## src/rtl/merge_pass_ctrl.sv

```systemverilog
// Purpose: sequences the bottom-up merge-sort passes, launching one merge job per run pair (optional abort input when MERGE_CTRL_ABORT_EN is defined).
// Latency: start -> merge_start 1 cycle; merge_done -> merge_start 1 cycle (2 across a pass boundary); final merge_done -> done 1 cycle.
// Backpressure: waits in WAIT without limit until merge_done; start is ignored while busy.
module merge_pass_ctrl #(
  parameter int N_LEN  = 8,
  parameter int ADDR_W = 3
) (
  input  logic              clk,
  input  logic              rst,
  input  logic              start,
  input  logic              merge_done,
`ifdef MERGE_CTRL_ABORT_EN
  input  logic              abort,
`endif
  output logic              merge_start,
  output logic [ADDR_W-1:0] l_base,
  output logic [ADDR_W-1:0] r_base,
  output logic [ADDR_W-1:0] run_len,
  output logic              src_buf,
  output logic [ADDR_W-1:0] pass_cnt,
  output logic              busy,
  output logic              done
);

  localparam logic [2:0] S_IDLE  = 3'd0;
  localparam logic [2:0] S_ISSUE = 3'd1;
  localparam logic [2:0] S_WAIT  = 3'd2;
  localparam logic [2:0] S_NEXT  = 3'd3;
  localparam logic [2:0] S_FIN   = 3'd4;

  // N_LEN itself does not fit in ADDR_W bits, so the end-of-pass test
  // is done one bit wider than the address path.
  localparam logic [ADDR_W:0]   LEN_W = (ADDR_W+1)'(N_LEN);
  localparam logic [ADDR_W-1:0] HALF  = ADDR_W'(N_LEN / 2);

  logic [2:0]        state;
  logic [ADDR_W:0]   next_l_wide;
  logic [ADDR_W-1:0] next_l;
  logic              last_job;
  logic              last_pass;

  // Left base of the following pair and the end-of-pass / end-of-sort tests.
  always_comb begin
    next_l_wide = {1'b0, l_base} + {run_len, 1'b0};
    next_l      = next_l_wide[ADDR_W-1:0];
    last_job    = (next_l_wide >= LEN_W);
    last_pass   = (run_len == HALF);
  end

  // Pass/job sequencer; every output is a register updated here.
  always_ff @(posedge clk or negedge rst) begin
    if (!rst) begin
      state       <= S_IDLE;
      merge_start <= 1'b0;
      l_base      <= '0;
      r_base      <= '0;
      run_len     <= '0;
      src_buf     <= 1'b0;
      pass_cnt    <= '0;
      busy        <= 1'b0;
      done        <= 1'b0;
    end
`ifdef MERGE_CTRL_ABORT_EN
    else if (abort && (state != S_IDLE)) begin
      state       <= S_IDLE;
      merge_start <= 1'b0;
      l_base      <= '0;
      r_base      <= '0;
      run_len     <= '0;
      src_buf     <= 1'b0;
      pass_cnt    <= '0;
      busy        <= 1'b0;
      done        <= 1'b0;
    end
`endif
    else begin
      merge_start <= 1'b0;
      done        <= 1'b0;
      case (state)
        S_IDLE: begin
          if (start) begin
            run_len     <= ADDR_W'(1);
            l_base      <= '0;
            r_base      <= ADDR_W'(1);
            pass_cnt    <= '0;
            src_buf     <= 1'b0;
            merge_start <= 1'b1;
            busy        <= 1'b1;
            state       <= S_ISSUE;
          end
        end
        S_ISSUE: begin
          state <= S_WAIT;
        end
        S_WAIT: begin
          if (merge_done) begin
            if (!last_job) begin
              l_base      <= next_l;
              r_base      <= next_l + run_len;
              merge_start <= 1'b1;
              state       <= S_ISSUE;
            end else if (last_pass) begin
              done  <= 1'b1;
              state <= S_FIN;
            end else begin
              state <= S_NEXT;
            end
          end
        end
        S_NEXT: begin
          run_len     <= run_len << 1;
          src_buf     <= ~src_buf;
          pass_cnt    <= pass_cnt + ADDR_W'(1);
          l_base      <= '0;
          r_base      <= run_len << 1;
          merge_start <= 1'b1;
          state       <= S_ISSUE;
        end
        S_FIN: begin
          busy  <= 1'b0;
          state <= S_IDLE;
        end
        default: begin
          busy  <= 1'b0;
          state <= S_IDLE;
        end
      endcase
    end
  end

endmodule

```

## config.mk

```make
export PLATFORM = sky130hd
export DESIGN_NAME = merge_pass_ctrl
export DESIGN_NICKNAME = d
export VERILOG_FILES = /design/src/rtl/merge_pass_ctrl.sv
export SDC_FILE = /design/constraint.sdc
export NUM_CORES = 1
export LEC_CHECK = 0
export CORE_MARGIN = 2
export CORE_UTILIZATION = 52
export DETAILED_ROUTE_END_ITERATION = 8
export GPL_ROUTABILITY_DRIVEN = 0
export PLACE_DENSITY = 0.9
export SYNTH_ARGS = -nofsm -noshare
export SYNTH_HDL_FRONTEND = slang
export SYNTH_SLANG_ARGS = --single-unit
```

## constraint.sdc

```tcl
create_clock -name clk -period 5.55 [get_ports clk]
set_input_delay 1.3875 -clock clk [delete_from_list [all_inputs] [get_ports clk]]
set_output_delay 1.3875 -clock clk [all_outputs]
set_load 0.01 [all_outputs]
```

==> out/metrics.cfg, run 1 <==
[cts]
cts_buffers=3
cts_tree=built
clock-sinks=18
cts_setup_buffers=0
cts-root-buf=clkbuf_4
clk_pin_slew_ns=0.10
clk_latency_ns=0.30
htreeDepth=1
ctsResizeCount=0
clk_path_buf_depth=2
postCtsHoldBufs=0

[pwr]
leakage_nw=0.512
max-vdd-ir-drop_v=0.000249
power_density_nw_per_um2=544

[place]
place_ws_ns=2.56
dpl.cell_count=125
port-buffer-count=18
dpl.hpwl_mm=1.36

[sta]
rsz0062_at_grt=no
max_slew.worst_pin.slew_ns=0.795
fin_setup_tns_ns=0
max_clock_freq_mhz=358
clock_skew_ns=0.00279
setup_viol=0
relSlewSlack_pct=46.9
fin_crit_sh_pct=50.4
hold_viol=0
timing.final.max_slew_violations=0
period_minus_slack_ns=2.80
fin_ws_ns=2.75

[yosys]
synthSimpleGateAreaFrac_pct=13.5
syn_area_sq_um=937
synth_xor_area_share_pct=3.74
yosysTopAreaCellShare_pct=48.1
synth_async_sr_flop_share_pct=100
yosysMostFrequentCell=dfrtp_1
synth-seq-cells=18
yosys.area_share.adder_pct=6.14
yosys-mux-area-fraction_pct=8.54
yosysTopAreaCell=dfrtp_1
syn_avg_cell_area_sq_um=10.9
ys_top_cells_by_count=18 x dfrtp_1, 11 x nand2_1, 7 x inv_1
syn_nets=94
yosys_warnings=0
seq_area_frac_synth_pct=48.1
syn_inst=86
synth_top_family_by_area=compound AO/OA/AOI/OAI gates
synth_edf_count=0
synth_flop_cell=dfrtp_1
synth_compound_area_share_pct=14.7
synth.distinct_cells=33
synthTopCellsByArea=dfrtp_1 48%, mux2_4 6.4%, nand2_1 4.4%

[layout]
diodes=0
drive_gt1_share_pct=11.5
area_growth_syn_to_layout_pct=24.3
fin_nets=113
fin_util_pct=68.2
stdcell_count=129
final.fill_count=137
ff_latch_area_sq_um=450
multi_input_comb_area_sq_um=440

[critical_path]
critPathMaxStageDelay_ns=0.60
reg2reg_depth=6
start_kind=register
end_kind=output pin
reg2reg_to=r_base[2]
worst-path-buf-inv=1
r2r_slack_ns=3.35
timing.rr.start=run_len[0]
crit_fanout=8
cp-startpoint=run_len[1]
critPathCapture=run_len[1]
crit_chain=clkdlybuf4s50_1
cp_num_cells=1
crit_arrival_ns=1.41
critPathKind=register to output pin
cp_top_family=buffers and inverters
cp.required_ns=4.16
critPathSlowestCell=clkdlybuf4s50_1

[detailed_routing]
wire_per_inst_um=14.1
drt_wl_total_mm=1.82
drcViolationCount=0
ant_nets=0
drt_iter0_markers=17
drt_pre_antenna_iters=4
viasPerCell=5.40
vias=697

[global_routing]
grt_pass1_vias=672
grt_max_degree=19
gr-total-overflow=0
track_usage_pct=20.9
grt_pass1_wl_mm=2.99
grt_antenna_before_repair=0

[outcome]
run_status=finished clean

[worst_hold_path]
hold_path_class=register to register
min_from=src_buf

[die]
die_h_um=46.5
dieArea_sq_um=2160
initial_core_util_pct=54.9
core_sq_um=1710
die_w_um=46.5
ios=20
rows=15

[flow_run]
cap_violations=0

sequential cells by signal (all words and copies together), names as in the netlist:
name,count
state,3
src_buf,1
pass_cnt,3
l_base,2
done,1
r_base,3
merge_start,1
run_len,3
busy,1
cells in the final DEF, fill, tap and decap left out, types with 2 or more instances in the layout:
cell             count
clkbuf_4             3
nor4_1               2
ha_1                 3
o22ai_1              2
a21oi_1              3
o21ai_0              5
nand2b_1             2
nand2_1             11
mux2_4               4
clkdlybuf4s50_1     18
dfrtp_1             18
xnor2_1              3
mux2i_1              2
nor2_1               2
inv_1                7
o211ai_1             2
how the worst min path moves through the flow:
stage	cells past startpoint	to	slack, ns
floorplan	1	src_buf	0.52
global placement	1	src_buf	0.48
detailed placement	1	src_buf	0.49
CTS	1	src_buf	0.50
global route	1	r_base[1]	0.55
finish	1	src_buf	0.50
cells by family (layout without fill, tap and decap cells):
| family | after synthesis | count (layout) |
|---|---|---|
| multiplexers | 6 | 6 |
| adder cells (fa/ha/maj) | 4 | 4 |
| flip-flops | 18 | 18 |
| XOR/XNOR | 4 | 4 |
| buffers and inverters | 11 | 29 |
| other | 1 | 1 |
| AO/OA/AOI/OAI | 18 | 18 |
| AND/OR/NAND/NOR | 24 | 24 |
report_power, final:
part | internal [mW] | switching (mW) | total [mW]
clock | 0.0401 | 0.0418 | 0.0819
combinational | 0.173 | 0.145 | 0.319
sequential | 0.174 | 0.0589 | 0.233
stage by stage:
step	area (sq um)	hold WS, ns	total power, mW
global placement	1130	0.482	0.538
floorplan	937	0.523	0.442
detailed placement	1130	0.487	0.558
CTS	1160	0.505	0.639
global route	1160	0.548	0.685
finish	1160	0.502	0.633
metal layers:
layer | wire (um) | track usage [%] | share of wire (%)
met5 | 0 | 0 | 0
met2 | 892 | 32.8 | 49
met3 | 56 | 3.53 | 3.1
met4 | 43 | 12.0 | 2.4
met1 | 830 | 27.0 | 46
layout make-up:
type                       count  area share (%)
inverter                       7            2.26
multi-input combinational     57            37.8
clock buffer                   4            3.11
tap                           25            2.69
sequential                    18            38.7
timing repair buffer          18            15.5
(Power assumes the default switching activity.)
==> run 2: changes to the inputs <==
--- a/config.mk
+++ b/config.mk
@@ -6,10 +6,10 @@
 export NUM_CORES = 1
 export LEC_CHECK = 0
 export CORE_MARGIN = 2
-export CORE_UTILIZATION = 52
+export CORE_UTILIZATION = 44
 export DETAILED_ROUTE_END_ITERATION = 8
 export GPL_ROUTABILITY_DRIVEN = 0
-export PLACE_DENSITY = 0.9
+export PLACE_DENSITY = 0.82
 export SYNTH_ARGS = -nofsm -noshare
 export SYNTH_HDL_FRONTEND = slang
 export SYNTH_SLANG_ARGS = --single-unit
==> constraint.sdc (replaced) <==
create_clock -name clk -period 2.5 [get_ports clk]
set_input_delay 0.625 -clock clk [delete_from_list [all_inputs] [get_ports clk]]
set_output_delay 0.625 -clock clk [all_outputs]
set_load 0.01 [all_outputs]
==> out/metrics.cfg, run 2 (synthesized netlist as in run 1, its figures left out) <==
[cts]
postCtsHoldBufs=0  ; unchanged
cts_buffers=3  ; unchanged
clk_pin_slew_ns=0.09  ; about the same
htreeDepth=1  ; unchanged
cts-root-buf=clkbuf_4
ctsResizeCount=0  ; unchanged
clk_path_buf_depth=2  ; unchanged
cts_setup_buffers=0  ; unchanged
clk_latency_ns=0.29  ; about the same
clock-sinks=18  ; unchanged
cts_tree=built

[layout]
diodes=0  ; unchanged
area_growth_syn_to_layout_pct=27.0
final_cell_mix=18 x dfrtp_1, 18 x clkdlybuf4s50_1, 11 x nand2_1, 7 x inv_1, 5 x o21ai_0
final.fill_count=164  ; +20%
drive_gt1_share_pct=14.0  ; +2.5 points
ff_latch_area_sq_um=450  ; unchanged
fin_nets=116  ; +2.7%
multi_input_comb_area_sq_um=440  ; unchanged
stdcell_count=134  ; +3.9%

[critical_path]
start_kind=register
cp.required_ns=2.68  ; -1.48 ns
crit_arrival_ns=2.22  ; +0.81 ns
critPathKind=register to register
end_kind=register
crit_fanout=6  ; -2

[sta]
fin_setup_tns_ns=0  ; unchanged
setup_viol=0  ; unchanged
hold_viol=0  ; unchanged
clock_skew_ns=0.00184  ; -0.000942 ns
rsz0062_at_grt=no
max_clock_freq_mhz=492
period_minus_slack_ns=2.03
timing.final.max_slew_violations=0  ; unchanged
fin_crit_sh_pct=81.3

[detailed_routing]
viasPerCell=5.16  ; -4.6%
ant_nets=0  ; unchanged
drcViolationCount=0  ; unchanged
wl_met1_um=797  ; -4.0%
wire_per_inst_um=12.6  ; -11%
wl_met2_um=808  ; -9.4%
drt_wl_total_mm=1.69  ; -7.1%
vias=691  ; -0.86%
drt_pre_antenna_iters=4  ; unchanged
wl_met3_um=67  ; +20%
top_layer_used=met4
drt_iter0_markers=14  ; -3

[pwr]
max-vdd-ir-drop_v=0.000622  ; +150%
leakage_nw=0.527  ; +2.8%
power_density_nw_per_um2=1190  ; +120%

[worst_hold_path]
hold_path_class=register to register

[place]
port-buffer-count=18  ; unchanged
dpl.cell_count=130  ; +4.0%
dpl.hpwl_mm=1.29  ; -5.6%

[outcome]
run_status=finished clean

[die]
core_sq_um=1980  ; +16%
dieArea_sq_um=2520  ; +17%
initial_core_util_pct=47.3  ; -7.6 points
die_w_um=50.2  ; +8.0%
die_h_um=50.2  ; +8.0%
ios=20  ; unchanged
rows=16  ; +1

[global_routing]
grt_max_degree=19  ; unchanged
grt_pass1_wl_mm=2.88  ; -3.9%
grt_antenna_before_repair=0  ; unchanged
gr-total-overflow=0  ; unchanged
track_usage_pct=15.1  ; -5.8 points
grt_pass1_vias=674  ; +0.30%

[flow_run]
cap_violations=0  ; unchanged

[run 2: cell types whose count changed in the layout (fill, tap and decap cells not counted)]
| cell | change |
|---|---|
| buf_4 | +3 |
[run 2: final cells by class]
type	count	share of cell area (%)
clock buffer	4	3.05
inverter	7	2.21
multi-input combinational	57	37.0
sequential	18	37.9
tap	27	2.84
timing repair buffer	21	17.0
[run 2: metrics by stage]
stage | util (%) | cell area, sq um | hold WS (ns) | setup WS (ns) | power [mW]
detailed placement | 58.2 | 1150 | 0.488 | 0.282 | 1.25
global placement | 58.2 | 1150 | 0.481 | 0.305 | 1.22
floorplan | - | 937 | 0.329 | 0.423 | 0.981
finish | 60.0 | 1190 | 0.506 | 0.467 | 1.42
global route | 60.0 | 1190 | 0.550 | 0.386 | 1.52
CTS | 60.0 | 1190 | 0.506 | 0.474 | 1.43
[run 2: critical path, stage by stage, from the launching register on]
cell and delay, ns:
dfrtp_1 0.38, ha_1 0.15, inv_1 0.05, fa_1 0.44
xor2_1 0.21, a31oi_4 0.36, mux2_4 0.33
[run 2: layer usage]
layer  track usage (%)  vias to the layer above
met5                 0                        -
met4              6.48                        0
met3              3.27                        3
met2              23.9                       17
met1              20.0                      337
li1                  -                      334
[run 2: where the power goes]
| group | switching, mW | total, mW | leakage [nW] | internal, mW |
|---|---|---|---|---|
| registers | 0.107 | 0.493 | 0.227 | 0.386 |
| clock network | 0.0832 | 0.172 | 0.0210 | 0.0887 |
| logic | 0.350 | 0.754 | 0.279 | 0.404 |
[run 2: worst paths after layout]
check / slack, ns / from / end / depth (start not counted)
min in group asynchronous: 0.65 / rst / r_base[0] / 2
max: 0.47 / l_base[1] / r_base[2] / 6
max reg2reg: 0.47 / l_base[1] / r_base[2] / 6
min: 0.51 / src_buf / src_buf / 1
min reg2reg: 0.51 / src_buf / src_buf / 1
max in group asynchronous: 1.66 / rst / state[2] / 2
==> run 3: changes to the inputs <==
==> constraint.sdc (replaced) <==
create_clock -name clk -period 1.7 [get_ports clk]
set_input_delay 0.425 -clock clk [delete_from_list [all_inputs] [get_ports clk]]
set_output_delay 0.425 -clock clk [all_outputs]
set_load 0.01 [all_outputs]
==> out/metrics.cfg, run 3 (synthesized netlist as in run 1, its figures left out) <==
[global_routing]
grt_antenna_before_repair=0  ; unchanged
grt_pass1_wl_mm=3.46  ; +20%
gr-total-overflow=0  ; unchanged
track_usage_pct=18.0  ; +2.8 points
grt_pass1_vias=721  ; +7.0%
grt_max_degree=19  ; unchanged

[outcome]
run_status=finished, violations left
failed_checks=negative setup slack

[die]
core_sq_um=1980  ; unchanged
dieArea_sq_um=2520  ; unchanged
die_h_um=50.2  ; unchanged
ios=20  ; unchanged
die_w_um=50.2  ; unchanged
initial_core_util_pct=47.3  ; unchanged
rows=16  ; unchanged

[layout]
fin_nets=127  ; +9.5%
final_cell_mix=16 x dfrtp_1, 14 x buf_4, 12 x clkdlybuf4s50_1, 10 x nand2_1, 6 x inv_1
diodes=0  ; unchanged
fin_util_pct=65.8  ; +5.7 points
stdcell_count=145  ; +8.2%
area_growth_syn_to_layout_pct=39.1
drive_gt1_share_pct=28.8  ; +15 points
final.fill_count=160  ; -2.4%
design_area_sq_um=1300  ; +9.6%
final_common_cell=dfrtp_1

[pwr]
switchingPower_mw=0.868  ; +60%
p_seq_share_pct=29.6  ; -5.2 points
internal_power_mw=1.39  ; +59%
switching_share_pct=38.4  ; +0.25 points
power_density_nw_per_um2=1740  ; +45%
p_total_mw=2.26  ; +59%
power_frac_clock_pct=11.9  ; -0.2 points
max-vdd-ir-drop_v=0.000928  ; +49%
p_comb_share_pct=58.5  ; +5.4 points
leakage_nw=0.627  ; +19%

[cts]
htreeDepth=1  ; unchanged
cts_tree=built
clk_pin_slew_ns=0.11  ; +0.02 ns
cts-root-buf=clkbuf_4
clk_latency_ns=0.29  ; about the same
cts_buffers=3  ; unchanged
clock-sinks=18  ; unchanged
clk_path_buf_depth=2  ; unchanged

[detailed_routing]
ant_nets=0  ; unchanged
drt_wl_total_mm=2.00  ; +18%
drt_iter0_markers=6  ; -8
vias=710  ; +2.7%
drcViolationCount=0  ; unchanged
viasPerCell=4.90  ; -5.0%
wire_per_inst_um=13.8  ; +8.9%
drt_pre_antenna_iters=4  ; unchanged

[critical_path]
cp_top_family=adder cells
end_kind=register
critPathSlowestCell=dfrtp_1
crit_chain=ha_4, inv_2, fa_2, xor2_2, a31oi_4, mux2_4
critPathKind=register to register
worst-path-buf-inv=1  ; unchanged
crit_arrival_ns=2.04  ; -0.18 ns
cp.required_ns=1.89  ; -0.79 ns
start_kind=register
critPathMaxStageDelay_ns=0.40  ; -0.04 ns
crit_fanout=6  ; unchanged

[place]
place_ws_ns=-0.309  ; -0.591 ns
port-buffer-count=18  ; unchanged
place_area_sq_um=1220  ; +5.5%
dpl.cell_count=138  ; +6.2%
dpl.hpwl_mm=1.42  ; +10%

[flow_run]
cap_violations=0  ; unchanged

[sta]
clock_skew_ns=0.00315  ; +0.00131 ns
timing.hold.ws_ns=0.449  ; -0.0577 ns
max_clock_freq_mhz=540  ; +9.9%
fin_crit_sh_pct=109  ; +28 points
setup_viol=6  ; +6
rsz0062_at_grt=yes
hold_viol=0  ; unchanged
fin_setup_tns_ns=-0.792  ; -0.792 ns
fin_ws_ns=-0.151  ; -0.617 ns
timing.final.max_slew_violations=0  ; unchanged
period_minus_slack_ns=1.85  ; -0.183 ns

[worst_hold_path]
hold_path_class=input pin to async pin

-- run 3: power groups by stage --
stage | combinational [mW] | sequential, mW | clock [mW]
final | 1.32 | 0.669 | 0.269
after global routing | 1.46 | 0.689 | 0.285
after CTS | 1.27 | 0.668 | 0.271
after detailed placement | 1.23 | 0.696 | 0
after global placement | 1.18 | 0.689 | 0
after floorplan | 0.702 | 0.747 | 0
-- run 3: area by class of cell --
class	count	area [sq um]	area share (%)
clock buffers	4	36.3	2.78
repair buffers	32	285	21.9
well taps	27	33.8	2.59
flip-flops and latches	18	453	34.7
inverters	7	26.3	2.02
multi-input cells	57	469	36.0
-- run 3: routing by layer --
| layer | up-vias | track usage (%) | routed length (um) |
|---|---|---|---|
| li1 | 355 | - | - |
| met1 | 341 | 24.5 | 915 |
| met2 | 12 | 29.6 | 1000 |
| met3 | 2 | 4.17 | 67 |
| met4 | 0 | 2.78 | 10 |
| met5 | - | 0 | 0 |
-- run 3: what timing repair did --
item                                    CTS  global route
hold endpoints to repair                  0             0
endpoints found under the setup margin   11            10
hold buffers                              0             0
pin swaps                                 0             4
gates resized for setup                   6             8
buffers inserted                          1             2
-- run 3: worst paths after layout --
path,end,cells past startpoint,slack [ns],start
hold / removal,pass_cnt[0],2,0.45,rst
setup reg to reg,r_base[1],6,-0.15,l_base[1]
hold reg to reg,src_buf,1,0.50,src_buf
min in group clk,src_buf,1,0.50,src_buf
setup / recovery,r_base[1],6,-0.15,l_base[1]
max in group asynchronous,run_len[0],2,1.04,rst
-- run 3: worst reg2reg max path, cell delays in order, from the launching register on --
cell	delay, ns
dfrtp_1	0.40
ha_4	0.14
inv_2	0.03
fa_2	0.37
xor2_2	0.20
a31oi_4	0.27
mux2_4	0.33
